File: src/rtl/fetch_unit.sv
// +----------------------------------------------------------------------------+
// | Module      : fetch_unit                                                   |
// | Description : Instruction fetch front end. It holds one outstanding memory |
// |               request and keeps a 2-entry {pc, inst} buffer toward decode. |
// |               Optional macro FETCH_MISALIGN_TRAP_EN enables the held trap  |
// |               on a misaligned redirect.                                    |
// | Revision    : 1.0 - initial release                                        |
// +----------------------------------------------------------------------------+
`default_nettype none

module fetch_unit #(
  parameter int                XLEN     = 32,
  parameter logic [XLEN-1:0]   RESET_PC = '0
) (
  input  logic              clock,
  input  logic              reset,
  input  logic              pause,
  input  logic              redirect,
  input  logic [XLEN-1:0]   redirect_pc,
  output logic              imem_req,
  output logic [XLEN-1:0]   imem_addr,
  input  logic              imem_ack,
  input  logic [31:0]       imem_rdata,
  output logic [XLEN-1:0]   pc_out,
  output logic [31:0]       inst_out,
  output logic              valid_out,
  output logic              misalign_out
);

  localparam logic [31:0] c_INST_NOP = 32'h0000_0013;

  typedef enum logic [1:0] {
    S_IDLE  = 2'd0,
    S_BUSY  = 2'd1,
    S_FLUSH = 2'd2
  } state_t;

  state_t            r_state;
  state_t            w_state_nxt;
  logic [XLEN-1:0]   r_fpc;
  logic [XLEN-1:0]   r_flush_addr;
  logic [XLEN-1:0]   w_redirect_target;
  logic [XLEN-1:0]   r_pc_q   [2];
  logic [31:0]       r_inst_q [2];
  logic              r_head;
  logic [1:0]        r_count;
  logic [1:0]        w_post_count;
  logic              w_tail;
  logic              w_fifo_valid;
  logic              w_push;
  logic              w_pop;
  logic              w_trap;
  logic [XLEN-1:0]   w_head_pc;
  logic [31:0]       w_head_inst;

  assign w_fifo_valid = (r_count != 2'd0);
  assign w_push       = (r_state == S_BUSY) && imem_ack && !redirect;
  assign w_pop        = w_fifo_valid && !pause && !redirect;
  assign w_post_count = r_count + {1'b0, w_push} - {1'b0, w_pop};
  assign w_tail       = r_head ^ (r_count == 2'd1);
  assign w_head_pc    = w_fifo_valid ? r_pc_q[r_head]   : '0;
  assign w_head_inst  = w_fifo_valid ? r_inst_q[r_head] : c_INST_NOP;

  // The flushed request must keep its address even though fpc already moved.
  assign imem_req  = (r_state != S_IDLE);
  assign imem_addr = (r_state == S_FLUSH) ? r_flush_addr : r_fpc;

`ifdef FETCH_MISALIGN_TRAP_EN
  logic            r_trap;
  logic [XLEN-1:0] r_trap_pc;

  assign w_redirect_target = redirect_pc;
  assign w_trap            = r_trap;

  always_ff @(posedge clock or posedge reset) begin
    if (reset) begin
      r_trap    <= 1'b0;
      r_trap_pc <= '0;
    end else if (redirect) begin
      r_trap    <= |redirect_pc[1:0];
      r_trap_pc <= redirect_pc;
    end
  end

  assign valid_out    = (r_trap || w_fifo_valid) && !redirect;
  assign pc_out       = r_trap ? r_trap_pc  : w_head_pc;
  assign inst_out     = r_trap ? c_INST_NOP : w_head_inst;
  assign misalign_out = r_trap;
`else
  assign w_redirect_target = {redirect_pc[XLEN-1:2], 2'b00};
  assign w_trap            = 1'b0;
  assign valid_out         = w_fifo_valid && !redirect;
  assign pc_out            = w_head_pc;
  assign inst_out          = w_head_inst;
  assign misalign_out      = 1'b0;
`endif

  always_comb begin
    w_state_nxt = r_state;
    case (r_state)
      S_IDLE: begin
        if (!redirect && !w_trap && (r_count < 2'd2))
          w_state_nxt = S_BUSY;
      end
      S_BUSY: begin
        if (redirect)
          w_state_nxt = imem_ack ? S_IDLE : S_FLUSH;
        else if (imem_ack)
          w_state_nxt = (w_post_count < 2'd2) ? S_BUSY : S_IDLE;
      end
      S_FLUSH: begin
        if (!redirect && imem_ack)
          w_state_nxt = S_IDLE;
      end
      default: w_state_nxt = S_IDLE;
    endcase
  end

  always_ff @(posedge clock or posedge reset) begin
    if (reset) begin
      r_state      <= S_IDLE;
      r_fpc        <= RESET_PC;
      r_flush_addr <= '0;
    end else begin
      r_state <= w_state_nxt;
      if (redirect)
        r_fpc <= w_redirect_target;
      else if (w_push)
        r_fpc <= r_fpc + XLEN'(4);
      if ((r_state == S_BUSY) && redirect && !imem_ack)
        r_flush_addr <= r_fpc;
    end
  end

  always_ff @(posedge clock or posedge reset) begin
    if (reset) begin
      r_head      <= 1'b0;
      r_count     <= 2'd0;
      r_pc_q[0]   <= '0;
      r_pc_q[1]   <= '0;
      r_inst_q[0] <= c_INST_NOP;
      r_inst_q[1] <= c_INST_NOP;
    end else if (redirect) begin
      r_head  <= 1'b0;
      r_count <= 2'd0;
    end else begin
      if (w_push) begin
        r_pc_q[w_tail]   <= r_fpc;
        r_inst_q[w_tail] <= imem_rdata;
      end
      if (w_pop)
        r_head <= ~r_head;
      r_count <= w_post_count;
    end
  end

endmodule

`default_nettype wire

File: config.mk
export PLATFORM = sky130hd
export DESIGN_NAME = fetch_unit
export DESIGN_NICKNAME = d
export VERILOG_FILES = /design/src/rtl/fetch_unit.sv
export SDC_FILE = /design/constraint.sdc
export NUM_CORES = 1
export LEC_CHECK = 0
export CAP_MARGIN = 15
export CORE_ASPECT_RATIO = 2
export CORE_MARGIN = 5
export CORE_UTILIZATION = 50
export CTS_CLUSTER_DIAMETER = 150
export DETAILED_ROUTE_END_ITERATION = 8
export MAX_ROUTING_LAYER = met4
export PLACE_DENSITY = 0.77
export SYNTH_ARGS = -nofsm -noshare
export SYNTH_HDL_FRONTEND = slang
export SYNTH_SLANG_ARGS = --single-unit
File: constraint.sdc
create_clock -name clock -period 23.2 [get_ports clock]
set_clock_uncertainty 0.1 [all_clocks]
set_input_delay 6.96 -clock clock [delete_from_list [all_inputs] [get_ports clock]]
set_output_delay 6.96 -clock clock [all_outputs]
set_load 0.02 [all_outputs]
==> results.ini <==
[synthesis]
yosysTopAreaCell = dfrtp_1
yosysSeqAreaShare = 0.5218
synthCells = 754
synth_top_area_frac = 0.5044
avgSynthCellArea_um2 = 12.04
netlist_area_mm2 = 0.009079
synth_seq_cells = 189
synth.distinct_cells = 41
netlist_top_cells_area = dfrtp_1 50%, mux2_2 22%, mux2i_1 6.9%, nor2_1 3.2%, dfstp_2 1.7%
yosysWarnings = 0
async_reset_ff_frac = 1.000
synth_edf_count = 0
synthFlopType = dfrtp_1

[clocking]
numCtsBuffers = 17
cts_tree = yes
clock_sinks = 189
htreeDepth = 4
holdBufCountCts = 0
path_clk_slew_ns = 0.06
cts.path.max_buffers = 2
clk_latency_ns = 0.43
cts.repair.resized = 0
cts_setup_buffers = 0
clockRootBuffer = clkbuf_16

[finish]
diodes = 0
num-fill-cells = 1438
multi_input_area_mm2 = 0.004060
drive_gt1_frac = 0.2615
final_cell_area_mm2 = 0.01137
syn_to_final_growth_pct = 25.26
final_net_count = 954
regArea_mm2 = 0.004741

[global_route]
grt_max_degree = 103
grt_pass1_vias = 6647
track_usage = 0.2122
grt_overflow = 0
antenna_found_initial = 0
grt_pass1_wl_mm = 34.65

[floorplan]
core_area_mm2 = 0.01787
die_area_mm2 = 0.02112
die_y_um = 200.6
die_w_um = 105.3
row_count = 69
ios = 168
floorplan.initialDensity = 0.5080

[place]
portBuffers = 160
dp_hpwl_mm = 13.94
place_area_mm2 = 0.01076
gp_congestion = 0.7859

[route]
drt_iter0_markers = 233
first_pass_iters = 4
drc = 0
vias = 6300
wl_per_cell_um = 19.16
viasPerCell = 5.686
routed_wirelength_mm = 21.23
final_antenna_net_count = 0

[setup_path]
crit_type = input pin to primary output
reg2regPathDepth = 4
cp-start-kind = input pin
required_ns = 16.14
critical_path.max_fanout = 39
cp-end-kind = primary output
critPathArrivalTime_ns = 8.48

[power]
p_per_area_mw_per_mm2 = 102.2
power_frac_seq = 0.461
p_leak_nw = 4.616
p_sw_uw = 343.4
combPwrFrac = 0.292
pwr-share-clk = 0.247
switching_share = 0.2955
peakVddDrop_v = 0.00005554
internal_power_uw = 818.8

[sta]
grt_setup_unrepaired = false
fmax_ghz = 0.06434
tightest_slew_ns = 1.008
finalSetupViolations = 0
relSlewSlack = 0.3241
finalCritPeriodShare = 0.6699
finalHoldViolations = 0
fin_crit_ns = 15.54
maxSlewViolCount = 0
finalSetupTns_ns = 0

[outcome]
outcome = complete, no violations

[min_path]
hp-class = flip-flop to flip-flop
hold-path-cell-count = 1

[flow_run]
maxCapViolCount = 0

sequential cells by signal, indices dropped and copies added, names as in the netlist:
register and cells:
r_inst_q 64, r_pc_q 60, r_flush_addr 30, r_fpc 30, r_count 2, r_state 2
r_head 1
per-stage QoR:
| step | hold WS [ns] | setup WS, ns | power (mW) | cells | util |
|---|---|---|---|---|---|
| final | 0.4038 | 7.658 | 1.162 | 1108 | 0.6364 |
| after global routing | 0.4159 | 7.615 | 1.234 | 1108 | 0.6364 |
| after CTS | 0.4069 | 7.648 | 1.175 | 1107 | 0.6348 |
| after detailed placement | 0.3899 | 7.652 | 0.8844 | 1075 | 0.6023 |
| after global placement | 0.3834 | 7.661 | 0.8666 | 1075 | 0.6023 |
| after floorplan | 0.3750 | 8.505 | 0.7604 | 758 | - |
cells in the mapped netlist (2+ instances only):
library cell  count
nand4_1           7
xor2_1            5
buf_1             5
clkbuf_2          2
nand2_1          34
buf_2            16
inv_1             8
nand2b_1          2
xnor2_1           6
nor2b_1           2
nor3_1            4
dfstp_2           6
a31oi_1          15
dfrtp_1         183
buf_4             5
a21oi_1           2
and4_1            4
o21ai_0          21
mux2i_1          63
or2_2             4
o211ai_1          5
clkbuf_1         34
or4_1            20
mux2_2          179
ha_1              3
o31ai_1          15
nor2_1           77
and2_1            2
nand3_1          13
power by group through the flow:
stage | clock, mW | combinational (mW) | sequential (mW)
after floorplan | 0 | 0.248 | 0.513
final | 0.287 | 0.339 | 0.536
after CTS | 0.295 | 0.345 | 0.535
after detailed placement | 0 | 0.343 | 0.541
after global placement | 0 | 0.334 | 0.532
after global routing | 0.309 | 0.372 | 0.553
path summary, 6_finish.rpt:
| check | startpoint | to | slack [ns] |
|---|---|---|---|
| worst min-delay path | r_pc_q[59] | r_pc_q[59] | 0.40 |
| worst max-delay path | redirect | valid_out | 7.66 |
| worst max register to register | r_head | r_inst_q[23] | 20.04 |
| worst min register to register | r_pc_q[59] | r_pc_q[59] | 0.40 |
| min in group asynchronous | reset | r_inst_q[55] | 6.95 |
| max in group asynchronous | reset | r_fpc[12] | 14.88 |
worst max-delay path: stages:
cell and delay, ns:
clkdlybuf4s50_1 0.45, buf_4 0.35, nor2_1 0.09, clkdlybuf4s50_1 0.62
logic make-up (layout without fill, tap and decap cells):
logic type | after synthesis | count (layout) | share of synthesized area
muxes | 242 | 242 | 0.2915
DFF | 189 | 189 | 0.5218
and+or+nand+nor | 176 | 176 | 0.09496
buffers and inverters | 72 | 209 | 0.03514
AOI/OAI and AO/OA | 60 | 60 | 0.04148
xor gates and xnor gates | 11 | 11 | 0.01061
adders and majority gates | 3 | 3 | 0.004135
other | 1 | 5 | 0.0004131
placed cells by master, fill, tap and decap left out, types with 17 or more instances in the layout:
cell,netlist,final
mux2_2,179,179
clkbuf_16,0,17
dfrtp_1,183,182
nand2_1,34,34
nor2_1,77,75
mux2i_1,63,63
clkdlybuf4s50_1,0,160
or4_1,20,20
o21ai_0,21,21
routing by layer:
metal | global-route usage | up-vias | share of wire
li1 | - | 2920 | -
met1 | 0.2306 | 3186 | 0.39
met2 | 0.3783 | 165 | 0.55
met3 | 0.03605 | 29 | 0.031
met4 | 0.08681 | 0 | 0.030
met5 | - | - | 0
area by class of cell:
class	instances	area share
repair buffers	168	0.1479
clock inverters	12	0.01188
well taps	213	0.02343
flip-flops and latches	189	0.4169
inverters	9	0.003631
clock buffers	20	0.03928
multi-input cells	497	0.3570
Note: power is estimated with default switching activity, not from simulation.
